File: src/rtl/rtdf_pkg.sv
// rtdf_pkg: shared definitions for the sample unpacker.
//   WORD_W  - width of one word from the packet source (16)
//   ACC_W   - width of the bit accumulator (32, room for two words)
//   FILL_W  - width of the accumulator fill count (holds 0..32)
//   rtdf_state_e - unpacker FSM state encoding
package rtdf_pkg;

  localparam int unsigned WORD_W = 16;
  localparam int unsigned ACC_W  = 32;
  localparam int unsigned FILL_W = 6;

  typedef enum logic [1:0] {
    ST_IDLE  = 2'd0,
    ST_FILL  = 2'd1,
    ST_RUN   = 2'd2,
    ST_STALL = 2'd3
  } rtdf_state_e;

endpackage

File: src/rtl/rtdf_bit_accumulator.sv
// rtdf_bit_accumulator: 32-bit LSB-first bit accumulator with fill count.
// Frames are taken from the bottom of the accumulator; new words are
// appended directly above the bits that remain after this cycle's frame.
//   i_clk, i_rst_n  - clock, asynchronous active-low reset
//   i_clear         - synchronous discard of all buffered bits
//   i_consume       - remove FRAME_BITS bits from the bottom this cycle
//   i_append        - append i_word above the remaining bits this cycle
//   i_word          - word to append
//   o_frame         - bottom FRAME_BITS bits (the next frame)
//   o_fill          - current number of buffered bits
//   o_fill_after    - fill minus bits consumed this cycle
//   o_fill_next     - fill after consume and append (next-cycle fill)
module rtdf_bit_accumulator
  import rtdf_pkg::*;
#(
  parameter int unsigned FRAME_BITS = 3
) (
  input  logic                  i_clk,
  input  logic                  i_rst_n,
  input  logic                  i_clear,
  input  logic                  i_consume,
  input  logic                  i_append,
  input  logic [WORD_W-1:0]     i_word,
  output logic [FRAME_BITS-1:0] o_frame,
  output logic [FILL_W-1:0]     o_fill,
  output logic [FILL_W-1:0]     o_fill_after,
  output logic [FILL_W-1:0]     o_fill_next
);

  localparam logic [FILL_W-1:0] FB_FILL   = FILL_W'(FRAME_BITS);
  localparam logic [FILL_W-1:0] WORD_FILL = FILL_W'(WORD_W);

  logic [ACC_W-1:0]  r_acc;
  logic [FILL_W-1:0] r_fill;
  logic [ACC_W-1:0]  w_acc_shift;
  logic [ACC_W-1:0]  w_acc_next;

  // Bits at or above r_fill are always zero, so appending is a plain OR.
  always_comb begin
    o_fill_after = r_fill - (i_consume ? FB_FILL : '0);
    o_fill_next  = o_fill_after + (i_append ? WORD_FILL : '0);
    w_acc_shift  = i_consume ? (r_acc >> FRAME_BITS) : r_acc;
    w_acc_next   = w_acc_shift | (i_append ? (ACC_W'(i_word) << o_fill_after) : '0);
  end

  always_ff @(posedge i_clk or negedge i_rst_n) begin
    if (!i_rst_n) begin
      r_acc  <= '0;
      r_fill <= '0;
    end else if (i_clear) begin
      r_acc  <= '0;
      r_fill <= '0;
    end else begin
      r_acc  <= w_acc_next;
      r_fill <= o_fill_next;
    end
  end

  assign o_frame = r_acc[FRAME_BITS-1:0];
  assign o_fill  = r_fill;

endmodule

File: src/rtl/rtdf_sample_unpacker.sv
// rtdf_sample_unpacker: unpacks a stream of 16-bit words into frames of
// NUM_CHANNELS x SAMPLE_WIDTH bits, LSB first, frames may straddle words.
// Optional watchdog: define RTDF_WATCHDOG_EN to flush the accumulator after
// WATCHDOG_LIMIT consecutive stall cycles (flush_req tied low otherwise).
//   clk_sample         - clock
//   reset_n            - asynchronous active-low reset
//   enable             - run when high; low returns to IDLE, drops buffered bits
//   packet_empty       - word source empty
//   packet_data        - word source data (first-word-fall-through)
//   packet_read        - combinational pop strobe for the word source
//   sample_valid       - registered, sample_data carries a new frame
//   sample_data        - frame, channel 0 in the least-significant bits
//   total_sample_count - frames emitted since reset (wrapping)
//   underrun_count     - stall cycles since reset (saturating)
//   flush_req          - one-cycle watchdog flush pulse
module rtdf_sample_unpacker
  import rtdf_pkg::*;
#(
  parameter int unsigned SAMPLE_WIDTH   = 3,
  parameter int unsigned NUM_CHANNELS   = 1,
  parameter int unsigned WATCHDOG_LIMIT = 4096
) (
  input  logic                                 clk_sample,
  input  logic                                 reset_n,
  input  logic                                 enable,
  input  logic                                 packet_empty,
  input  logic [15:0]                          packet_data,
  output logic                                 packet_read,
  output logic                                 sample_valid,
  output logic [SAMPLE_WIDTH*NUM_CHANNELS-1:0] sample_data,
  output logic [31:0]                          total_sample_count,
  output logic [15:0]                          underrun_count,
  output logic                                 flush_req
);

  localparam int unsigned       FRAME_BITS = SAMPLE_WIDTH * NUM_CHANNELS;
  localparam logic [FILL_W-1:0] FB_FILL    = FILL_W'(FRAME_BITS);
  localparam logic [FILL_W-1:0] WORD_FILL  = FILL_W'(WORD_W);

  if (SAMPLE_WIDTH == 0 || SAMPLE_WIDTH > 8 || NUM_CHANNELS == 0 || FRAME_BITS > 16 ||
      WATCHDOG_LIMIT < 2 || WATCHDOG_LIMIT > 65535) begin : g_param_check
    $error("rtdf_sample_unpacker: parameter out of range");
  end

  rtdf_state_e               r_state;
  logic                      r_valid;
  logic [FRAME_BITS-1:0]     r_data;
  logic [31:0]               r_total;
  logic [15:0]               r_under;

  logic                      w_active;
  logic                      w_emit;
  logic                      w_read;
  logic                      w_clear;
  logic                      w_flush_hit;
  logic [FRAME_BITS-1:0]     w_frame;
  logic [FILL_W-1:0]         w_fill;
  logic [FILL_W-1:0]         w_fill_after;
  logic [FILL_W-1:0]         w_fill_next;

  // A word is accepted only when the bits left after this cycle's frame
  // leave room for a whole word; consume and append share the cycle.
  always_comb begin
    w_active = enable && (r_state != ST_IDLE);
    w_emit   = w_active && (r_state == ST_RUN) && (w_fill >= FB_FILL);
    w_read   = w_active && !packet_empty && (w_fill_after <= WORD_FILL) && !w_flush_hit;
    w_clear  = !enable || (r_state == ST_IDLE) || w_flush_hit;
  end

  assign packet_read = w_read;

  rtdf_bit_accumulator #(
    .FRAME_BITS (FRAME_BITS)
  ) u_acc (
    .i_clk        (clk_sample),
    .i_rst_n      (reset_n),
    .i_clear      (w_clear),
    .i_consume    (w_emit),
    .i_append     (w_read),
    .i_word       (packet_data),
    .o_frame      (w_frame),
    .o_fill       (w_fill),
    .o_fill_after (w_fill_after),
    .o_fill_next  (w_fill_next)
  );

  always_ff @(posedge clk_sample or negedge reset_n) begin
    if (!reset_n) begin
      r_state <= ST_IDLE;
      r_valid <= 1'b0;
      r_data  <= '0;
      r_total <= '0;
      r_under <= '0;
    end else begin
      r_valid <= w_emit;
      if (w_emit) begin
        r_data  <= w_frame;
        r_total <= r_total + 32'd1;
      end
      if ((r_state == ST_STALL) && (r_under != '1)) begin
        r_under <= r_under + 16'd1;
      end
      if (!enable) begin
        r_state <= ST_IDLE;
      end else if (w_flush_hit) begin
        r_state <= ST_FILL;
      end else begin
        case (r_state)
          ST_IDLE:  r_state <= ST_FILL;
          ST_FILL:  r_state <= (w_fill_next >= FB_FILL) ? ST_RUN : ST_FILL;
          ST_RUN:   r_state <= (w_fill_next >= FB_FILL) ? ST_RUN : ST_STALL;
          ST_STALL: r_state <= (w_fill_next >= FB_FILL) ? ST_RUN : ST_STALL;
          default:  r_state <= ST_IDLE;
        endcase
      end
    end
  end

`ifdef RTDF_WATCHDOG_EN
  logic [15:0] r_wd;
  logic        r_flush;

  // The limit-th consecutive stall cycle triggers the flush; no word is
  // accepted in that cycle so nothing is lost to the clear.
  assign w_flush_hit = enable && (r_state == ST_STALL) && (r_wd == 16'(WATCHDOG_LIMIT - 1));

  always_ff @(posedge clk_sample or negedge reset_n) begin
    if (!reset_n) begin
      r_wd    <= '0;
      r_flush <= 1'b0;
    end else begin
      r_flush <= w_flush_hit;
      if (enable && (r_state == ST_STALL) && !w_flush_hit) begin
        r_wd <= r_wd + 16'd1;
      end else begin
        r_wd <= '0;
      end
    end
  end

  assign flush_req = r_flush;
`else
  assign w_flush_hit = 1'b0;
  assign flush_req   = 1'b0;
`endif

  assign sample_valid       = r_valid;
  assign sample_data        = r_data;
  assign total_sample_count = r_total;
  assign underrun_count     = r_under;

endmodule

File: config.mk
export PLATFORM = sky130hd
export DESIGN_NAME = rtdf_sample_unpacker
export DESIGN_NICKNAME = d
export VERILOG_FILES = /design/src/rtl/rtdf_pkg.sv /design/src/rtl/rtdf_bit_accumulator.sv /design/src/rtl/rtdf_sample_unpacker.sv
export SDC_FILE = /design/constraint.sdc
export NUM_CORES = 1
export LEC_CHECK = 0
export ABC_AREA = 1
export CORE_MARGIN = 2
export CORE_UTILIZATION = 44
export CTS_CLUSTER_DIAMETER = 100
export DETAILED_ROUTE_END_ITERATION = 12
export PLACE_DENSITY = 0.66
export SYNTH_ARGS = -nofsm -noshare
export SYNTH_HDL_FRONTEND = slang
export SYNTH_SLANG_ARGS = --single-unit
File: constraint.sdc
create_clock -name clk_sample -period 3.6 [get_ports clk_sample]
set_input_delay 0.54 -clock clk_sample [delete_from_list [all_inputs] [get_ports clk_sample]]
set_output_delay 0.54 -clock clk_sample [all_outputs]
set_load 0.005 [all_outputs]
After elaboration in Yosys (flattened, before gate mapping)
Index checks and enable logic that the tools add are counted.

Order comparisons: 3. Div/mod/pow operators: 0. Eq/ne operators: 4. Bitwise logic cells: 1. Mux-type cells: 10. Add/sub/neg operators: 4. Shift-type cells: 1. Reductions and logical operators: 12. $mul: 0.

Operator list (number): $mux 32 (3); $add 32x1->32 const B (1); $or 32x32->32 (1); $shl 16x6->32 (1); $add 16x1->16 const B (1); $ne 16x16->1 const B (1); $ge 6x2->1 const B (2); $add 6x6->6 (1); $le 6x5->1 const B (1); $logic_and 1x1->1 (6); $mux 2 (3); $mux 6 (1); $pmux 2 s3 (1); $sub 6x6->6 (1); $mux 5 (1); $eq 2x2->1 const B (2); $eq 2x1->1 const B (1); $logic_not 1->1 (2); $logic_not 2->1 (1); $reduce_bool 2->1 (1); $reduce_or 2->1 (1); $logic_or 1x1->1 (1); $mux 1 (1).

Input bits: 20. Latch bits: 0. Memories: 0. Bits in registers: 92. Memory bits (read-only): 0. Logic and storage cells: 42. Output and inout bits: 54. Memory bits (writable): 0.

Logic depth before layout (Yosys ltp)
Depth in word-level cells: 14. Mapped depth: 21. Gate-level depth less buffers: 19.

Hierarchy
A second synthesis with hierarchy kept.

Cells, all modules: 877. Area, all modules: 6294.8 um^2.

Modules (own cells, without submodules): rtdf_sample_unpacker (area each 3170.5 um^2, instances 1, sequential area each 1351.3 um^2, cells each 421); rtdf_bit_accumulator (area each 3124.2 um^2, instances 1, sequential area each 950.9 um^2, cells each 456).

Least setup slack after synthesis
Ideal clock, no wire load.

Path type: input to register. Start: input port enable. End: register r_state[1]. Path slack: 0.446 ns. Required time: 3.482 ns. Stages on the path: 20. Setup time: 0.118 ns. Path buffers: 3. Arrival time: 3.037 ns. Cell sequence: inv_1 -> nor3b_2 -> nand2_2 -> buf_4 -> buf_2 -> ha_1 -> nand2_2 -> nand2_1 -> nand2_2 -> nand2_4 -> inv_2 -> nand3_4 -> a21oi_4 -> buf_6 -> ha_1 -> inv_1 -> o21ai_0 -> nand3b_1 -> o21bai_1 -> inv_1.

Word-level cells in the longest chain between the ends: 13. Elaborated cells on any way between the ends: 14. Those cells by class: 2 x add/sub; 2 x order compare; 5 x mux; 5 x reduce/logical.

RTL lines: start: declaration (line rtdf_sample_unpacker.sv:25) `input logic enable,`; $logic_and 1x1->1 * (line rtdf_sample_unpacker.sv:64) `w_active = enable && (r_state != ST_IDLE);`; $logic_and 1x1->1 (2 in series) (line rtdf_sample_unpacker.sv:65) `w_emit = w_active && (r_state == ST_RUN) && (w_fill >= FB_FILL);`; $mux 2 (line rtdf_bit_accumulator.sv:40) `o_fill_after = r_fill - (i_consume ? FB_FILL : '0);`; $sub 6x6->6 (line rtdf_bit_accumulator.sv:40); $le 6x5->1 (line rtdf_sample_unpacker.sv:66) `w_read = w_active && !packet_empty && (w_fill_after <= WORD_FILL) && !w_flush_hit;`; $logic_and 1x1->1 * (line rtdf_sample_unpacker.sv:66); via packet_read (line rtdf_sample_unpacker.sv:28) `output logic packet_read,`; $mux 5 * (line rtdf_bit_accumulator.sv:41) `o_fill_next = o_fill_after + (i_append ? WORD_FILL : '0);`; $add 6x6->6 * (line rtdf_bit_accumulator.sv:41); $ge 6x2->1 * (line rtdf_sample_unpacker.sv:110) `ST_FILL: r_state <= (w_fill_next >= FB_FILL) ? ST_RUN : ST_FILL;`; $mux 2 * (line rtdf_sample_unpacker.sv:110); $pmux 2 s3 * (line rtdf_sample_unpacker.sv:108) `case (r_state)`; $mux 2 * (line rtdf_sample_unpacker.sv:103) `if (!enable) begin`; end signal: assignment (line rtdf_sample_unpacker.sv:110); end signal: assignment (line rtdf_sample_unpacker.sv:111) `ST_RUN: r_state <= (w_fill_next >= FB_FILL) ? ST_RUN : ST_STALL;`; end signal: assignment (line rtdf_sample_unpacker.sv:112) `ST_STALL: r_state <= (w_fill_next >= FB_FILL) ? ST_RUN : ST_STALL;`; end: declaration (line rtdf_sample_unpacker.sv:45) `rtdf_state_e r_state;`.

The timed path passes the listed nets; every way through them passes the cells marked *. A chain may end at the register's enable or synchronous reset.

Worst setup path after layout
Start: input port enable. End: output port packet_read.

Word-level cells in the longest chain between the ends: 7. Elaborated cells on any way between the ends: 8. Those cells by class: 1 x add/sub; 1 x order compare; 1 x mux; 5 x reduce/logical.

RTL lines (line): $logic_and 1x1->1 * (rtdf_sample_unpacker.sv:64); $logic_and 1x1->1 (2 in series) (rtdf_sample_unpacker.sv:65); $mux 2 (rtdf_bit_accumulator.sv:40); $sub 6x6->6 (rtdf_bit_accumulator.sv:40); $le 6x5->1 (rtdf_sample_unpacker.sv:66); $logic_and 1x1->1 * (rtdf_sample_unpacker.sv:66); end: declaration (rtdf_sample_unpacker.sv:28).

Mark *: on every way between the ends. The rest lies on a longest branch, timed or not.

==> metrics <==
Yosys warnings=0; most frequent cells in the layout=nand2_1, dfrtp_1, inv_1; Slew @ Worst Pin=817.4 ps; fill cell total of the finished layout=1348; syn_nets=885; number of port buffers=72; largest family of logic cells by synthesized area=simple AND/OR/NAND/NOR gates; Worst-Skew Late Latency=350 ps; final max-slew violation count=0; Worst EP required=3060 ps; root buffer cell=clkbuf_16; post-synthesis mux area share=2.851%; pin count of the biggest net entering global routing=66; flop2flop setup slack=690 ps; Die Wd=120.5 µm; Starting DRT DRC Count=451; setup tns final=0 ps; worst-path fanout max=5; final hold vios=0; Max VDD drop=0.0002110 V; CTS H-tree depth=3; pwr dens=316.5 mW/mm²; Slew headroom=45.51%; Seq cells post-synth=92; drt pass-1 iters=8; n_diodes=0; nets@finish=952; commonest non-fill, non-tap cell in the layout=nand2_1; number of global-route vias before repair=5122; Core Rows=42; via count=5573; Worst Skew=10.69 ps; Clock Tree Buf Depth=2; Mapped Area=0.005969 mm²; initial antenna violation count=0; unrepaired setup endpoints after global routing=no; area occupied by multi-input gates=0.003134 mm²; drc violations=0; Ports=74; Die Area=0.01451 mm²; CTS Sinks=92; Post-Synth Simple-Gate Area=36.60%; GPL Wtd Cong=0.9244; Post-DP HPWL=10680 µm; area post-placement=0.006845 mm²; first-pass GRT wire length=24560 µm; max_cap viols=0; Reg2Reg Launch Point=u_acc.o_fill[2]; vias per inst=5.034; sequential cell area=0.002302 mm²; Synth Area in Compound Gates=5.240%; Area growth syn-to-layout=19.64%; Final period util=93.71%; Seq/Total Area, Yosys=38.57%; Initial Util=45.08%; Netlist cell types=35; CTS tree=done; crit path to=packet_read; Setup crit end kind=output port; Die Ht=120.5 µm; clock transition at the registers of the reported paths=70 ps; adder-cell share of the synthesized area=1.258%; core box area=0.01324 mm²; aggregate global-route resource usage=21.15%; P_leak=0.003667 µW; Critical Path Start=enable; Worst EP arrival=2830 ps; Reg2Reg Depth=19; DRT antenna net count=0; CP startpoint kind=input port; Min-Delay Path Class=input port to asynchronous set/reset pin; Setup CP Type=input port to output port; Syn Inst Count=859; crit path time final=3373 ps; final WL=14560 µm; Mapped Avg Cell Area=6.949 µm²; Fmax=0.2964 GHz; layout cells sized above 1=5.693%; TritonCTS Buffers=9; final design utilization=53.93%; Setup-failing EPs final=0; reg2reg end=r_state[1]; Avg WL per Cell=13.15 µm; Overflow after GRT=0; final instance area=0.007142 mm²; status=finished, final reports clean; XOR/XNOR Fraction of Synth Area=6.456%
## timing repair
action,CTS,global route
hold endpoints to repair,0,0
setup buffers,0,0
resized for setup,0,1
setup endpoints to repair,0,1
hold buffers,0,0
## area by class of cell
type / instances / area share (%)
multi-input combinational: 643 / 43.89
timing repair buffer: 90 / 11.95
inverter: 90 / 4.730
clock buffer: 11 / 3.259
sequential: 92 / 32.24
tap: 176 / 3.083
clock inverter: 5 / 0.8584
## power by group
| group | leakage (µW) | internal [µW] | switching, µW |
|---|---|---|---|
| Sequential | 0.00123 | 1050 | 22.6 |
| Combinational | 0.00230 | 93.4 | 123 |
| Clock | 0.000144 | 543 | 424 |
| Total | 0.00367 | 1690 | 570 |
## per-layer routing
layer / vias to the layer above / global-route usage (%) / part of all wire, %
met5: - / 0 / 0
met4: 0 / 8.140 / 2.1
met3: 29 / 2.925 / 5.2
met2: 164 / 33.26 / 45
met1: 2538 / 29.61 / 47
li1: 2842 / - / -
## synthesized netlist by cell type
library cell,number,area (µm²)
buf_4,9,67.56
nand3b_1,2,15.01
a31oi_1,9,56.30
nor2_4,1,11.26
o21ai_1,1,5.000
nor3b_2,1,12.51
nand3_1,81,405.4
inv_2,4,15.01
xnor2_1,13,113.9
nor2_1,63,236.5
o21a_1,1,7.510
ha_1,6,75.07
nand2_4,1,11.26
xor2_1,31,271.5
dfrtp_1,92,2302
nand3_2,1,10.01
o21bai_1,1,7.510
nor2_2,2,12.51
nand2_1,329,1235
mux2i_1,17,170.2
inv_1,86,322.8
conb_1,1,3.750
buf_6,2,22.52
or2_1,1,6.260
clkbuf_1,6,22.52
nand4_1,13,81.33
nor3_2,2,20.02
nor4_1,3,18.77
nor3_1,12,60.06
a21oi_4,1,16.27
nand2_2,5,31.28
o21ai_0,20,100.1
a21oi_1,24,120.1
nand3_4,1,17.52
buf_2,17,85.08
## worst max-delay path: stages
cell and delay [ps]:
clkdlybuf4s50_1 470, inv_1 60, nor3b_2 180, nand2_2 90, ha_1 330, nand2_2 130
nand2_1 70, nand2_2 100, nand2_4 50, inv_2 70, nand3_4 70, a21oi_4 130
clkdlybuf4s50_1 520
## registers in the layout, summed over array words and instances (netlist names)
name                count
r_state                 2
u_acc.r_acc            32
total_sample_count     32
u_acc.o_fill            6
underrun_count         16
sample_valid            1
sample_data             3
## worst min-delay path by stage
stage / cells after the start / startpoint / end / slack, ps
4_1_cts: 1 / reset_n / total_sample_count[12] / 320
6_report: 1 / reset_n / total_sample_count[12] / 280
2_1_floorplan: 0 / reset_n / r_state[0] / 240
3_3_place_gp: 2 / u_acc.r_acc[2] / sample_data[2] / 460
5_1_grt: 1 / reset_n / total_sample_count[12] / 340
3_5_place_dp: 2 / u_acc.r_acc[2] / sample_data[2] / 460
## logic make-up (layout without fill, tap and decap cells)
logic type	after synthesis	after routing
AND/OR/NAND/NOR	518	518
multiplexers	17	17
buffers and inverters	124	196
other	1	1
adder cells (fa/ha/maj)	6	6
AO/OA/AOI/OAI	57	57
flip-flops	92	92
XOR/XNOR	44	44
## metrics by stage
| stage | setup WS [ps] | hold WS [ps] | total power, µW | std cells |
|---|---|---|---|---|
| 2_1_floorplan | 445.7 | 244.4 | 1207 | 859 |
| 3_3_place_gp | 206.5 | 460.0 | 1313 | 1091 |
| 3_5_place_dp | 132.3 | 457.5 | 1314 | 1091 |
| 4_1_cts | 170.8 | 318.1 | 2278 | 1107 |
| 5_1_grt | 37.37 | 342.0 | 2356 | 1107 |
| 6_report | 226.5 | 280.4 | 2261 | 1107 |
No activity file was read; power rests on OpenSTA's default activity.
